`src/rtl/shift_arbiter_ctrl_pkg.sv`:
```
// rtl/shift_arbiter_ctrl_pkg.sv - shared encodings and helpers for the shift arbiter controller
package shift_arbiter_ctrl_pkg;

   localparam logic [1:0] OP_SRL  = 2'b00;
   localparam logic [1:0] OP_SRA  = 2'b01;
   localparam logic [1:0] OP_SLL  = 2'b10;
   localparam logic [1:0] OP_RSVD = 2'b11;

   localparam logic ST_EMPTY = 1'b0;
   localparam logic ST_FULL  = 1'b1;

   localparam logic [31:0] ALL_ONES = 32'hFFFF_FFFF;

   typedef enum logic {
      S_EMPTY = ST_EMPTY,
      S_FULL  = ST_FULL
   } state_t;

   function automatic logic [31:0] bitrev(input logic [31:0] d);
      logic [31:0] r;
      for (int i = 0; i < 32; i++) begin
         r[i] = d[31-i];
      end
      return r;
   endfunction

endpackage

```
`src/rtl/barrel_shifter_right.sv`:
```
// rtl/barrel_shifter_right.sv - 32-bit logical right barrel shifter, five log stages
module barrel_shifter_right (
   input  logic [31:0] data,
   input  logic [4:0]  amt,
   output logic [31:0] result
);

   logic [31:0] s1, s2, s3, s4;

   assign s1     = amt[0] ? {1'b0,  data[31:1]} : data;
   assign s2     = amt[1] ? {2'b0,  s1[31:2]}   : s1;
   assign s3     = amt[2] ? {4'b0,  s2[31:4]}   : s2;
   assign s4     = amt[3] ? {8'b0,  s3[31:8]}   : s3;
   assign result = amt[4] ? {16'b0, s4[31:16]}  : s4;

endmodule

```
`src/rtl/shift_arbiter_ctrl_shift_op_mapper.sv`:
```
// rtl/shift_arbiter_ctrl_shift_op_mapper.sv - maps SRL/SRA/SLL onto the right-only shifter
module shift_op_mapper
   import shift_arbiter_ctrl_pkg::*;
(
   input  logic [31:0] data,
   input  logic [4:0]  amt,
   input  logic [1:0]  op,
   output logic [31:0] result
);

   logic [31:0] sh_in;
   logic [31:0] sh_out;
   logic [31:0] fill;

   // Left shifts ride the right shifter by reversing bits on both sides.
   assign sh_in = (op == OP_SLL) ? bitrev(data) : data;

   barrel_shifter_right u_shifter (
      .data   (sh_in),
      .amt    (amt),
      .result (sh_out)
   );

   assign fill = data[31] ? ~(ALL_ONES >> amt) : 32'h0;

   always_comb begin
      result = data;
      case (op)
         OP_SRL:  result = sh_out;
         OP_SRA:  result = sh_out | fill;
         OP_SLL:  result = bitrev(sh_out);
         default: result = data;
      endcase
   end

endmodule

```
`src/rtl/shift_arbiter_ctrl.sv`:
```
// rtl/shift_arbiter_ctrl.sv - round-robin arbiter sharing one shifter, one-entry result stage
module shift_arbiter_ctrl
   import shift_arbiter_ctrl_pkg::*;
#(
   parameter int RR_INIT = 0
) (
   input  logic        clock,
   input  logic        reset,
   input  logic        req0_valid,
   input  logic [31:0] req0_data,
   input  logic [4:0]  req0_amt,
   input  logic [1:0]  req0_op,
   output logic        req0_ready,
   input  logic        req1_valid,
   input  logic [31:0] req1_data,
   input  logic [4:0]  req1_amt,
   input  logic [1:0]  req1_op,
   output logic        req1_ready,
   output logic        res_valid,
   output logic [31:0] res_data,
   output logic        res_id,
   input  logic        res_ready
);

   state_t      state, state_nxt;
   logic        rr_ptr;
   logic        grant;
   logic        can_accept;
   logic        accept;
   logic [31:0] sel_data;
   logic [4:0]  sel_amt;
   logic [1:0]  sel_op;
   logic [31:0] mapped;
   logic [31:0] res_data_q;
   logic        res_id_q;

   always_comb begin
      grant = rr_ptr;
      if (req0_valid && !req1_valid) begin
         grant = 1'b0;
      end else if (req1_valid && !req0_valid) begin
         grant = 1'b1;
      end
   end

   assign sel_data = grant ? req1_data : req0_data;
   assign sel_amt  = grant ? req1_amt  : req0_amt;
   assign sel_op   = grant ? req1_op   : req0_op;

   shift_op_mapper u_mapper (
      .data   (sel_data),
      .amt    (sel_amt),
      .op     (sel_op),
      .result (mapped)
   );

   // No handshake is offered while reset is asserted.
   always_comb begin
      state_nxt  = state;
      can_accept = !reset && ((state == S_EMPTY) || res_ready);
      req0_ready = can_accept && !grant;
      req1_ready = can_accept && grant;
      accept     = grant ? (req1_valid && req1_ready) : (req0_valid && req0_ready);
      case (state)
         S_EMPTY: if (accept) state_nxt = S_FULL;
         S_FULL: begin
            if (accept) begin
               state_nxt = S_FULL;
            end else if (res_ready) begin
               state_nxt = S_EMPTY;
            end
         end
         default: state_nxt = S_EMPTY;
      endcase
   end

   always_ff @(posedge clock) begin
      if (reset) begin
         state <= S_EMPTY;
      end else begin
         state <= state_nxt;
      end
   end

   always_ff @(posedge clock) begin
      if (reset) begin
         res_data_q <= 32'h0;
         res_id_q   <= 1'b0;
         rr_ptr     <= 1'(RR_INIT);
      end else if (accept) begin
         res_data_q <= mapped;
         res_id_q   <= grant;
         rr_ptr     <= ~grant;
      end
   end

   assign res_valid = (state == S_FULL);
   assign res_data  = res_data_q;
   assign res_id    = res_id_q;

endmodule

```
`config.mk`:
```
export PLATFORM = sky130hd
export DESIGN_NAME = shift_arbiter_ctrl
export DESIGN_NICKNAME = d
export VERILOG_FILES = /design/src/rtl/shift_arbiter_ctrl_pkg.sv /design/src/rtl/barrel_shifter_right.sv /design/src/rtl/shift_arbiter_ctrl_shift_op_mapper.sv /design/src/rtl/shift_arbiter_ctrl.sv
export SDC_FILE = /design/constraint.sdc
export NUM_CORES = 1
export LEC_CHECK = 0
export BUFFER_PORTS_ARGS = -buffer_cell sky130_fd_sc_hd__buf_2
export CAP_MARGIN = 10
export CORE_MARGIN = 2
export CORE_UTILIZATION = 36
export DETAILED_ROUTE_END_ITERATION = 12
export GPL_TIMING_DRIVEN = 0
export PLACE_DENSITY_LB_ADDON = 0.2
export SYNTH_ARGS = -nofsm -noshare
export SYNTH_HDL_FRONTEND = slang
export SYNTH_SLANG_ARGS = --single-unit
```
`constraint.sdc`:
```
create_clock -name clock -period 6.3 [get_ports clock]
set_input_delay 0.63 -clock clock [delete_from_list [all_inputs] [get_ports clock]]
set_output_delay 0.63 -clock clock [all_outputs]
set_load 0.01 [all_outputs]
```
==> tab_implementation.tex, run 1 <==
\begin{tabular}{lr}
\hline
Metric & Value \\
\hline
\multicolumn{2}{l}{\textbf{Job}} \\
Number of maximum-capacitance constraint violations & 0 \\
\multicolumn{2}{l}{\textbf{Layout}} \\
Ratio of cells with drive above 1 in the final layout & 0.261 \\
Fill cell total of the finished layout & 1492 \\
Utilization after layout & 0.440 \\
Area of all placed cells without fillers & 0.00613 mm² \\
Relative area change from synthesis to final layout & 18.9\% \\
Post-route non-filler standard cell count & 1001 \\
Multi-input gate area & 0.00415 mm² \\
Final net count & 903 \\
Antenna Diode Count & 0 \\
Area used by sequential logic in the layout & 701 µm² \\
\multicolumn{2}{l}{\textbf{Synth}} \\
Seq/Total Area, Yosys & 0.136 \\
Number of unique standard cell types used by synthesis & 67 \\
Count of flip-flops with a built-in enable after synthesis & 0 \\
Share of flip-flops with an asynchronous set or reset after synthesis & 0 \\
Area share of the largest cell type after synthesis & 0.157 \\
Synthesized netlist cell count & 695 \\
Main synth FF type & sky130\_fd\_sc\_hd\_\_dfxtp\_1 \\
Total number of yosys warnings & 0 \\
Largest cells by area after synthesis & sky130\_fd\_sc\_hd\_\_mux2i\_1 16\%, sky130\_fd\_sc\_hd\_\_dfxtp\_1 14\%, sky130\_fd\_sc\_hd\_\_mux2\_2 8.5\%, sky130\_fd\_sc\_hd\_\_a21oi\_1 5.7\%, sky130\_fd\_sc\_hd\_\_o21ai\_0 5.3\% \\
Most repeated cell in the gate-level netlist after synthesis & sky130\_fd\_sc\_hd\_\_mux2i\_1 \\
Cell type with the highest aggregate area in the netlist & sky130\_fd\_sc\_hd\_\_mux2i\_1 \\
Cell area after synthesis & 0.00515 mm² \\
Leading cell types by count after synthesis & 81 x sky130\_fd\_sc\_hd\_\_mux2i\_1, 59 x sky130\_fd\_sc\_hd\_\_a21oi\_1, 55 x sky130\_fd\_sc\_hd\_\_o21ai\_0 \\
Flops \& latches, synth & 35 \\
Syn Nets & 778 \\
Per-instance average area after synthesis & 7.41 µm² \\
\multicolumn{2}{l}{\textbf{Clocking}} \\
Post-CTS clock slew at the launch and capture registers of the worst setup and hold paths & 60 ps \\
H-tree depth & 2 \\
CTS tree & yes \\
CTS Hold Bufs & 0 \\
Clock buffers created by TritonCTS & 5 \\
Resize count post-CTS & 0 \\
Clock root cell & sky130\_fd\_sc\_hd\_\_clkbuf\_16 \\
Total clock sinks & 35 \\
Latest clock arrival within the worst-skew pair & 290 ps \\
Maximum clock insertion buffer count & 2 \\
Buffer count from post-CTS setup fixing & 0 \\
\multicolumn{2}{l}{\textbf{GRT}} \\
Wire length of the first global-routing pass & 38400 µm \\
Antenna violations before repair & 0 \\
Total routing usage reported by global routing & 0.343 \\
GR Overflow Total & 0 \\
Vias in the first global route & 6111 \\
Pin count of the biggest net entering global routing & 12 \\
\multicolumn{2}{l}{\textbf{Floorplan}} \\
Rows & 43 \\
Die area & 0.0153 mm² \\
Core Box Area & 0.0139 mm² \\
Starting utilization of the core area & 0.370 \\
Die height & 124 µm \\
Top-level I/O count & 119 \\
Die boundary width & 124 µm \\
\multicolumn{2}{l}{\textbf{Outcome}} \\
Run status & complete, no violations \\
\multicolumn{2}{l}{\textbf{Placed design}} \\
Area post-placement & 0.00597 mm² \\
Post-Place Cells & 993 \\
Setup WS pre-CTS & 1850 ps \\
Number of buffers inserted by port buffering & 118 \\
Half-perimeter wire length of the detailed placement result & 21100 µm \\
Placer Congestion & 1.05 \\
\multicolumn{2}{l}{\textbf{STA}} \\
Max-slew violation count & 0 \\
Fin Setup TNS & 0 ps \\
Peak Freq & 230 MHz \\
RSZ-0062 raised after global routing & no \\
Setup WS post-layout & 1950 ps \\
Largest clock skew in the final design & 4.53 ps \\
Fin crit share & 0.691 \\
Worst max-slew margin expressed relative to the limit & 0.309 \\
Hold Fails Final Rpt & 0 \\
Count of final setup violators & 0 \\
Worst Tran Pin Value & 1030 ps \\
Worst hold margin & 450 ps \\
Period minus WS final & 4350 ps \\
\multicolumn{2}{l}{\textbf{Routing}} \\
Post-DR vias/cell & 6.77 \\
Wire length reported by the detailed router & 26900 µm \\
First-pass iteration count of the detailed router & 5 \\
Antenna violation net count after detailed routing & 0 \\
Detailed-route DRC error count & 0 \\
Average wire length per cell after detail routing & 26.9 µm \\
Count of vias placed by the detailed router & 6778 \\
Number of design-rule violations left by the first detailed-router iteration & 1137 \\
\multicolumn{2}{l}{\textbf{Pwr}} \\
Power per cell area & 239 mW/mm² \\
Post-layout power & 1.46 mW \\
IR Drop Worst-Case VDD & 112 µV \\
Lkg Pwr & 2.52 nW \\
\multicolumn{2}{l}{\textbf{Worst hold path}} \\
Class of the most critical hold timing path & reg -> reg \\
\multicolumn{2}{l}{\textbf{Setup path}} \\
Gate family responsible for the most delay along the worst path & compound AO/OA/AOI/OAI gates \\
Data required time of the critical path & 6500 ps \\
Peak fanout along the critical path & 10 \\
Worst Setup EP & res\_data[30]\$\_SDFFE\_PP0P\_ \\
Capture instance of the worst register-to-register path & res\_data[30]\$\_SDFFE\_PP0P\_ \\
CP max-delay cell & sky130\_fd\_sc\_hd\_\_a221oi\_2 \\
Setup CP Type & in -> reg \\
Cells along the critical path & buf\_2 -> nand2b\_1 -> a21o\_1 -> buf\_4 -> mux2\_2 -> clkbuf\_1 -> nand2\_2 -> o21ai\_1 -> a31oi\_2 -> a221oi\_2 -> o221ai\_1 -> a211oi\_1 \\
Startpoint Class & input pin \\
Startpoint of the most critical register-to-register path & rr\_ptr\$\_SDFFE\_PP0P\_ \\
Logic depth of the worst register-to-register path & 12 \\
Number of stages on the worst setup path & 12 \\
Setup slack on the worst flop-to-flop path & 2240 ps \\
Buffers and inverters on the worst path & 3 \\
Stage delay of the slowest cell on the critical path & 690 ps \\
Capturing element type of the critical path & flip-flop \\
Critical Path Start & req1\_valid \\
Arr. time, crit path & 4550 ps \\
\hline
\end{tabular}
[worst reg2reg max path: stages, from the launching register on]
cell	delay, ps
sky130_fd_sc_hd__dfxtp_1	300
sky130_fd_sc_hd__clkbuf_2	190
sky130_fd_sc_hd__a21o_1	140
sky130_fd_sc_hd__buf_4	150
sky130_fd_sc_hd__buf_6	190
sky130_fd_sc_hd__mux2i_4	300
sky130_fd_sc_hd__buf_2	290
sky130_fd_sc_hd__nand2_2	170
sky130_fd_sc_hd__o21ai_1	530
sky130_fd_sc_hd__a31oi_2	360
sky130_fd_sc_hd__a221oi_2	690
sky130_fd_sc_hd__o221ai_1	350
sky130_fd_sc_hd__a211oi_1	310
[placed cells by master, fill, tap and decap left out, types with 7 or more instances in the layout]
master / synthesis / layout
sky130_fd_sc_hd__dfxtp_1: 35 / 35
sky130_fd_sc_hd__nand3_1: 15 / 15
sky130_fd_sc_hd__a211oi_1: 17 / 17
sky130_fd_sc_hd__o21ai_0: 55 / 55
sky130_fd_sc_hd__mux2_2: 39 / 39
sky130_fd_sc_hd__mux2i_1: 81 / 81
sky130_fd_sc_hd__clkbuf_1: 25 / 25
sky130_fd_sc_hd__buf_2: 21 / 139
sky130_fd_sc_hd__a22oi_1: 9 / 9
sky130_fd_sc_hd__o21ai_1: 9 / 9
sky130_fd_sc_hd__nand2_1: 53 / 53
sky130_fd_sc_hd__a221o_1: 9 / 9
sky130_fd_sc_hd__a221oi_1: 9 / 9
sky130_fd_sc_hd__a21oi_1: 59 / 59
sky130_fd_sc_hd__o22ai_1: 31 / 31
sky130_fd_sc_hd__nor2_1: 53 / 53
sky130_fd_sc_hd__a21o_1: 7 / 7
sky130_fd_sc_hd__o211ai_1: 11 / 11
sky130_fd_sc_hd__a31oi_1: 13 / 13
sky130_fd_sc_hd__nor3_1: 26 / 26
[area by class of cell]
cell class / count / area share
Buffer: 59 / 0.0474
Clock buffer: 7 / 0.0249
Clock inverter: 1 / 0.00123
Inverter: 4 / 0.00245
Multi-Input combinational cell: 597 / 0.677
Sequential cell: 35 / 0.114
Tap cell: 180 / 0.0368
Timing Repair Buffer: 118 / 0.0964
[sequential cells by signal, indices dropped and copies added (netlist names)]
| register | count |
|---|---|
| res_data | 32 |
| res_id | 1 |
| res_valid | 1 |
| rr_ptr | 1 |
[per-layer routing]
layer / vias up / global-route usage / wire length, µm
met3: 102 / 0.0746 / 3000
met4: 0 / 0.169 / 1340
met2: 549 / 0.521 / 11400
met5: - / 0 / 0
li1: 2998 / - / -
met1: 3129 / 0.458 / 11100
[cells by family after synthesis]
| logic type | count (synthesis) | synth area share |
|---|---|---|
| simple gates | 173 | 0.150 |
| mux | 125 | 0.259 |
| flops | 35 | 0.136 |
| compound gates | 299 | 0.395 |
| buf+inv | 63 | 0.0593 |
[worst min-delay path by stage]
stage	startpoint	end	slack (ps)	cells past startpoint
after global routing	res_data[11]$_SDFFE_PP0P_	res_data[11]$_SDFFE_PP0P_	490	2
after CTS	res_data[11]$_SDFFE_PP0P_	res_data[11]$_SDFFE_PP0P_	460	2
after global placement	res_data[8]$_SDFFE_PP0P_	res_data[8]$_SDFFE_PP0P_	440	2
after floorplan	res_data[8]$_SDFFE_PP0P_	res_data[8]$_SDFFE_PP0P_	470	2
after detailed placement	res_data[11]$_SDFFE_PP0P_	res_data[11]$_SDFFE_PP0P_	450	2
final	res_data[11]$_SDFFE_PP0P_	res_data[11]$_SDFFE_PP0P_	450	2
[power breakdown]
group	total (mW)	switching, mW	leakage (nW)	internal [mW]
registers	0.275	0.0191	0.290	0.256
logic	0.919	0.603	2.16	0.316
clock network	0.270	0.102	0.0761	0.168
Power figures use the tool's default switching activity.
==> run 2, diff against run 1 <==
==> constraint.sdc (replaced) <==
create_clock -name clock -period 3.9 [get_ports clock]
set_input_delay 0.39 -clock clock [delete_from_list [all_inputs] [get_ports clock]]
set_output_delay 0.39 -clock clock [all_outputs]
set_load 0.01 [all_outputs]
==> tab_implementation.tex, run 2 (same netlist as run 1, synthesis figures left out) <==
\begin{tabular}{lr}
\hline
Metric & Value \\
\hline
\multicolumn{2}{l}{\textbf{Outcome}} \\
Run status & finished with violations \\
Failing checks & negative setup slack \\
\multicolumn{2}{l}{\textbf{Setup path}} \\
Worst Setup EP & res\_data[16]\$\_SDFFE\_PP0P\_ \\
Data required time of the critical path & 4080 ps (-2420 ps) \\
Setup CP Type & in -> reg \\
Peak fanout along the critical path & 10 (unchanged) \\
Cells along the critical path & buf\_2 -> nand2b\_1 -> a21o\_1 -> buf\_4 -> buf\_6 -> buf\_6 -> mux2i\_2 -> mux2i\_1 -> a221oi\_2 -> a21oi\_1 -> mux2i\_1 -> o32ai\_1 -> a311o\_1 \\
Capturing element type of the critical path & flip-flop \\
Startpoint Class & input pin \\
Critical Path Start & req1\_valid \\
Setup slack on the worst flop-to-flop path & 10 ps (-2230 ps) \\
Stage delay of the slowest cell on the critical path & 650 ps (-40 ps) \\
Logic depth of the worst register-to-register path & 12 (unchanged) \\
CP max-delay cell & sky130\_fd\_sc\_hd\_\_a221oi\_2 \\
Capture instance of the worst register-to-register path & res\_data[16]\$\_SDFFE\_PP0P\_ \\
Startpoint of the most critical register-to-register path & rr\_ptr\$\_SDFFE\_PP0P\_ \\
Arr. time, crit path & 4090 ps (-460 ps) \\
\multicolumn{2}{l}{\textbf{STA}} \\
Worst hold margin & 362 ps (-88.0 ps) \\
Period minus WS final & 3910 ps \\
Fin crit share & 1.00 \\
Count of final setup violators & 1 (+1) \\
Worst Tran Pin Value & 1100 ps (+71.9 ps) \\
Largest clock skew in the final design & 4.54 ps (+0.00677 ps) \\
Setup WS post-layout & -10.5 ps (-1960 ps) \\
Max-slew violation count & 0 (unchanged) \\
Hold Fails Final Rpt & 0 (unchanged) \\
Peak Freq & 256 MHz \\
RSZ-0062 raised after global routing & yes \\
Worst max-slew margin expressed relative to the limit & 0.258 (-0.0511) \\
\multicolumn{2}{l}{\textbf{GRT}} \\
Vias in the first global route & 6160 (+0.80\%) \\
Total routing usage reported by global routing & 0.343 (about the same) \\
Pin count of the biggest net entering global routing & 12 (unchanged) \\
GR Overflow Total & 0 (unchanged) \\
Antenna violations before repair & 0 (unchanged) \\
Wire length of the first global-routing pass & 38400 µm (+0.13\%) \\
\multicolumn{2}{l}{\textbf{Routing}} \\
Detailed-route DRC error count & 0 (unchanged) \\
First-pass iteration count of the detailed router & 6 (+1) \\
Antenna violation net count after detailed routing & 0 (unchanged) \\
Post-DR vias/cell & 6.76 (-0.13\%) \\
Average wire length per cell after detail routing & 26.9 µm (about the same) \\
Wire length reported by the detailed router & 26900 µm (about the same) \\
Count of vias placed by the detailed router & 6769 (-0.13\%) \\
Number of design-rule violations left by the first detailed-router iteration & 1131 (-0.53\%) \\
\multicolumn{2}{l}{\textbf{Placed design}} \\
Setup WS pre-CTS & -310 ps (-2160 ps) \\
Half-perimeter wire length of the detailed placement result & 21100 µm (unchanged) \\
Number of buffers inserted by port buffering & 118 (unchanged) \\
Placer Congestion & 1.05 (unchanged) \\
Area post-placement & 0.00597 mm² (unchanged) \\
\multicolumn{2}{l}{\textbf{Layout}} \\
Antenna Diode Count & 0 (unchanged) \\
Max FFs per register & 32 (unchanged) \\
Most frequent cells in the layout & 139 x sky130\_fd\_sc\_hd\_\_buf\_2, 68 x sky130\_fd\_sc\_hd\_\_mux2i\_1, 59 x sky130\_fd\_sc\_hd\_\_a21oi\_1, 55 x sky130\_fd\_sc\_hd\_\_o21ai\_0 \\
Most common cell after layout, fill and taps aside & sky130\_fd\_sc\_hd\_\_buf\_2 \\
Area of all placed cells without fillers & 0.00621 mm² (+1.4\%) \\
Relative area change from synthesis to final layout & 20.6\% \\
Ratio of cells with drive above 1 in the final layout & 0.281 (+0.0207) \\
Final net count & 903 (unchanged) \\
Fill cell total of the finished layout & 1489 (-0.20\%) \\
\multicolumn{2}{l}{\textbf{Pwr}} \\
IR Drop Worst-Case VDD & 181 µV (+62\%) \\
Lkg Pwr & 2.52 nW (about the same) \\
Power per cell area & 386 mW/mm² (+61\%) \\
Post-layout power & 2.40 mW (+64\%) \\
\multicolumn{2}{l}{\textbf{Clocking}} \\
Buffer count from post-CTS setup fixing & 0 (unchanged) \\
CTS Hold Bufs & 0 (unchanged) \\
Post-CTS clock slew at the launch and capture registers of the worst setup and hold paths & 60 ps (about the same) \\
Clock buffers created by TritonCTS & 5 (unchanged) \\
CTS tree & yes \\
Latest clock arrival within the worst-skew pair & 290 ps (about the same) \\
Maximum clock insertion buffer count & 2 (unchanged) \\
Clock root cell & sky130\_fd\_sc\_hd\_\_clkbuf\_16 \\
Total clock sinks & 35 (unchanged) \\
Resize count post-CTS & 1 (+1) \\
H-tree depth & 2 (unchanged) \\
\multicolumn{2}{l}{\textbf{Worst hold path}} \\
Class of the most critical hold timing path & in -> reg \\
Source of the worst hold timing path & req1\_valid \\
\multicolumn{2}{l}{\textbf{Floorplan}} \\
Die area & 0.0153 mm² (unchanged) \\
Die boundary width & 124 µm (unchanged) \\
Rows & 43 (unchanged) \\
Starting utilization of the core area & 0.370 (unchanged) \\
Die height & 124 µm (unchanged) \\
Top-level I/O count & 119 (unchanged) \\
Core Box Area & 0.0139 mm² (unchanged) \\
\multicolumn{2}{l}{\textbf{Job}} \\
Number of maximum-capacitance constraint violations & 0 (unchanged) \\
\hline
\end{tabular}
==> run 2: layer usage <==
metal / wire length, µm / up-vias / global-route usage / part of all wire
met3: 2930 / 105 / 0.0778 / 0.11
met4: 1390 / 0 / 0.176 / 0.051
met2: 11400 / 532 / 0.520 / 0.42
met1: 11200 / 3139 / 0.454 / 0.42
met5: 0 / - / 0 / 0
li1: - / 2993 / - / -
==> run 2: worst min-delay path by stage <==
stage | slack, ps | cells after the start | end
5_1_grt | 400 | 2 | rr_ptr$_SDFFE_PP0P_
3_3_place_gp | 440 | 2 | res_data[8]$_SDFFE_PP0P_
2_1_floorplan | 470 | 2 | res_data[8]$_SDFFE_PP0P_
4_1_cts | 370 | 2 | rr_ptr$_SDFFE_PP0P_
3_5_place_dp | 450 | 2 | res_data[11]$_SDFFE_PP0P_
6_report | 360 | 2 | rr_ptr$_SDFFE_PP0P_
==> run 2: layout make-up <==
type | count | area, µm² | share of cell area
Buffer | 59 | 292 | 0.0469
Clock buffer | 7 | 153 | 0.0246
Clock inverter | 1 | 7.51 | 0.00121
Inverter | 4 | 15.0 | 0.00242
Multi-Input combinational cell | 597 | 4230 | 0.681
Sequential cell | 35 | 701 | 0.113
Tap cell | 180 | 225 | 0.0363
Timing Repair Buffer | 118 | 591 | 0.0951
==> run 2: worst max-delay path, delay by kind of cell <==
kind / cells / cell delay [ps]
AO/OA/AOI/OAI: 5 / 1520
multiplexers: 3 / 1240
buffers and inverters: 4 / 680
AND/OR/NAND/NOR: 1 / 260
==> run 2: where the power goes <==
part | internal, mW | total [mW] | switching, mW
logic | 0.525 | 1.51 | 0.989
registers | 0.413 | 0.444 | 0.0304
clock network | 0.272 | 0.439 | 0.167
==> run 2: per-stage QoR <==
step | util | instances | setup TNS, ps
after floorplan | - | 695 | 0
after global placement | 0.428 | 993 | -2980
after detailed placement | 0.428 | 993 | -2710
after CTS | 0.441 | 1001 | 0
after global routing | 0.446 | 1001 | -76.3
final | 0.446 | 1001 | -10.5
==> run 3, diff against run 2 <==
--- a/config.mk
+++ b/config.mk
@@ -7,11 +7,13 @@
 export LEC_CHECK = 0
 export BUFFER_PORTS_ARGS = -buffer_cell sky130_fd_sc_hd__buf_2
 export CAP_MARGIN = 10
+export CORE_ASPECT_RATIO = 0.5
 export CORE_MARGIN = 2
 export CORE_UTILIZATION = 36
 export DETAILED_ROUTE_END_ITERATION = 12
 export GPL_TIMING_DRIVEN = 0
 export PLACE_DENSITY_LB_ADDON = 0.2
+export SLEW_MARGIN = 20
 export SYNTH_ARGS = -nofsm -noshare
 export SYNTH_HDL_FRONTEND = slang
 export SYNTH_SLANG_ARGS = --single-unit
==> tab_implementation.tex, run 3 (same netlist as run 1, synthesis figures left out) <==
\begin{tabular}{lr}
\hline
Metric & Value \\
\hline
\multicolumn{2}{l}{\textbf{Outcome}} \\
Run status & finished with violations \\
Failing checks & negative setup slack \\
\multicolumn{2}{l}{\textbf{Routing}} \\
First-pass iteration count of the detailed router & 6 (unchanged) \\
Post-DR vias/cell & 6.93 (+2.6\%) \\
Wire length reported by the detailed router & 30400 µm (+13\%) \\
Number of design-rule violations left by the first detailed-router iteration & 1260 (+11\%) \\
Average wire length per cell after detail routing & 30.0 µm (+12\%) \\
Count of vias placed by the detailed router & 7032 (+3.9\%) \\
Detailed-route DRC error count & 0 (unchanged) \\
Antenna violation net count after detailed routing & 0 (unchanged) \\
\multicolumn{2}{l}{\textbf{Job}} \\
Number of maximum-capacitance constraint violations & 0 (unchanged) \\
\multicolumn{2}{l}{\textbf{STA}} \\
Max-slew violation count & 0 (unchanged) \\
RSZ-0062 raised after global routing & yes \\
Count of final setup violators & 2 (+1) \\
Fin Setup TNS & -9.94 ps (+0.609 ps) \\
Worst hold margin & 402 ps (+40.2 ps) \\
Worst max-slew margin expressed relative to the limit & 0.281 (+0.0235) \\
Largest clock skew in the final design & 2.49 ps (-2.05 ps) \\
Worst Tran Pin Value & 1070 ps (-30.7 ps) \\
Period minus WS final & 3910 ps (-1.96 ps) \\
Setup WS post-layout & -8.59 ps (+1.96 ps) \\
Peak Freq & 256 MHz (about the same) \\
Fin crit share & 1.00 (about the same) \\
Hold Fails Final Rpt & 0 (unchanged) \\
\multicolumn{2}{l}{\textbf{Setup path}} \\
Peak fanout along the critical path & 10 (unchanged) \\
Logic depth of the worst register-to-register path & 12 (unchanged) \\
Setup CP Type & in -> reg \\
Data required time of the critical path & 4080 ps (about the same) \\
Arr. time, crit path & 4090 ps (about the same) \\
Startpoint Class & input pin \\
Capturing element type of the critical path & flip-flop \\
\multicolumn{2}{l}{\textbf{Layout}} \\
Most common cell after layout, fill and taps aside & sky130\_fd\_sc\_hd\_\_buf\_2 \\
Final net count & 904 (+0.11\%) \\
Ratio of cells with drive above 1 in the final layout & 0.296 (+0.0143) \\
Utilization after layout & 0.460 (+0.0144) \\
Max FFs per register & 32 (unchanged) \\
Area of all placed cells without fillers & 0.00634 mm² (+2.1\%) \\
Most frequent cells in the layout & 139 x sky130\_fd\_sc\_hd\_\_buf\_2, 65 x sky130\_fd\_sc\_hd\_\_mux2i\_1, 59 x sky130\_fd\_sc\_hd\_\_a21oi\_1, 54 x sky130\_fd\_sc\_hd\_\_o21ai\_0, 53 x sky130\_fd\_sc\_hd\_\_nand2\_1 \\
Relative area change from synthesis to final layout & 23.1\% \\
Antenna Diode Count & 0 (unchanged) \\
Post-route non-filler standard cell count & 1014 (+1.3\%) \\
\multicolumn{2}{l}{\textbf{Floorplan}} \\
Die height & 88.6 µm (-28\%) \\
Top-level I/O count & 119 (unchanged) \\
Die boundary width & 173 µm (+40\%) \\
Die area & 0.0153 mm² (+0.38\%) \\
Starting utilization of the core area & 0.374 (+0.00426) \\
Core Box Area & 0.0138 mm² (-1.1\%) \\
Rows & 30 (-30\%) \\
\multicolumn{2}{l}{\textbf{Pwr}} \\
IR Drop Worst-Case VDD & 164 µV (-9.6\%) \\
Power per cell area & 396 mW/mm² (+2.7\%) \\
Lkg Pwr & 2.54 nW (+0.65\%) \\
\multicolumn{2}{l}{\textbf{Worst hold path}} \\
Class of the most critical hold timing path & in -> reg \\
Cell depth of the worst hold path & 2 (unchanged) \\
\multicolumn{2}{l}{\textbf{Placed design}} \\
Post-Place Cells & 1005 (+1.2\%) \\
Number of buffers inserted by port buffering & 118 (unchanged) \\
Placer Congestion & 1.03 (-1.4\%) \\
Half-perimeter wire length of the detailed placement result & 23700 µm (+12\%) \\
Area post-placement & 0.00598 mm² (+0.25\%) \\
\multicolumn{2}{l}{\textbf{Clocking}} \\
Post-CTS clock slew at the launch and capture registers of the worst setup and hold paths & 60 ps (about the same) \\
CTS tree & yes \\
Clock buffers created by TritonCTS & 5 (unchanged) \\
H-tree depth & 2 (unchanged) \\
Total clock sinks & 35 (unchanged) \\
Clock root cell & sky130\_fd\_sc\_hd\_\_clkbuf\_16 \\
CTS Hold Bufs & 0 (unchanged) \\
Latest clock arrival within the worst-skew pair & 290 ps (about the same) \\
Maximum clock insertion buffer count & 2 (unchanged) \\
\multicolumn{2}{l}{\textbf{GRT}} \\
Wire length of the first global-routing pass & 42900 µm (+12\%) \\
Vias in the first global route & 6208 (+0.78\%) \\
Antenna violations before repair & 2 (+2) \\
GR Overflow Total & 0 (unchanged) \\
Pin count of the biggest net entering global routing & 13 (+1) \\
Total routing usage reported by global routing & 0.387 (+0.0441) \\
\hline
\end{tabular}
-- run 3: per-layer routing --
| metal | share of wire | GRT usage | routed length [µm] | vias to the layer above |
|---|---|---|---|---|
| met5 | 0.0047 | 0.0208 | 144 | - |
| met4 | 0.017 | 0.0855 | 518 | 6 |
| met3 | 0.16 | 0.149 | 4890 | 48 |
| met2 | 0.38 | 0.528 | 11500 | 593 |
| met1 | 0.44 | 0.562 | 13400 | 3383 |
| li1 | - | - | - | 3002 |
-- run 3: stage by stage --
step                total power [mW]  worst slack, ps
detailed placement              1.92             -458
finish                          2.51            -8.59
global route                    2.58            -61.2
floorplan                       1.36              869
CTS                             2.37             9.04
global placement                1.93             -522
-- run 3: final timing paths --
check                         endpoint  slack [ps]                       from
max          res_data[16]$_SDFFE_PP0P_          -9                 req1_valid
max reg2reg  res_data[16]$_SDFFE_PP0P_          40        rr_ptr$_SDFFE_PP0P_
min reg2reg  res_data[11]$_SDFFE_PP0P_         450  res_data[11]$_SDFFE_PP0P_
min                rr_ptr$_SDFFE_PP0P_         400                 req1_valid
-- run 3: cell type report --
type / instances / area [µm²]
fill: 1460 / 7440
multi-input combinational: 597 / 4340
sequential: 35 / 701
timing repair buffer: 119 / 598
buffer: 59 / 294
tap: 192 / 240
clock buffer: 6 / 139
clock inverter: 2 / 16.3
inverter: 4 / 15.0
-- run 3: timing repair --
action                     4_1_cts  5_1_grt
pin swaps                        0        1
buffers inserted                 0        1
hold endpoints to repair         0        0
setup endpoints to repair        6       30
gates resized for setup          6       36
-- run 3: critical path: stages --
cell                       delay [ps]
sky130_fd_sc_hd__buf_2            150
sky130_fd_sc_hd__nand2b_1         280
sky130_fd_sc_hd__a21o_1           160
sky130_fd_sc_hd__buf_4            150
sky130_fd_sc_hd__buf_6            210
sky130_fd_sc_hd__buf_6            210
sky130_fd_sc_hd__mux2i_2          490
sky130_fd_sc_hd__mux2i_1          200
sky130_fd_sc_hd__a221oi_2         640
sky130_fd_sc_hd__a21oi_1          230
sky130_fd_sc_hd__mux2i_1          460
sky130_fd_sc_hd__o32ai_1          210
sky130_fd_sc_hd__a311o_1          290
-- run 3: power by group --
| part | internal, mW | total [mW] | switching (mW) |
|---|---|---|---|
| logic | 0.543 | 1.63 | 1.09 |
| registers | 0.413 | 0.442 | 0.0294 |
| clock network | 0.256 | 0.440 | 0.184 |
| total | 1.21 | 2.51 | 1.30 |
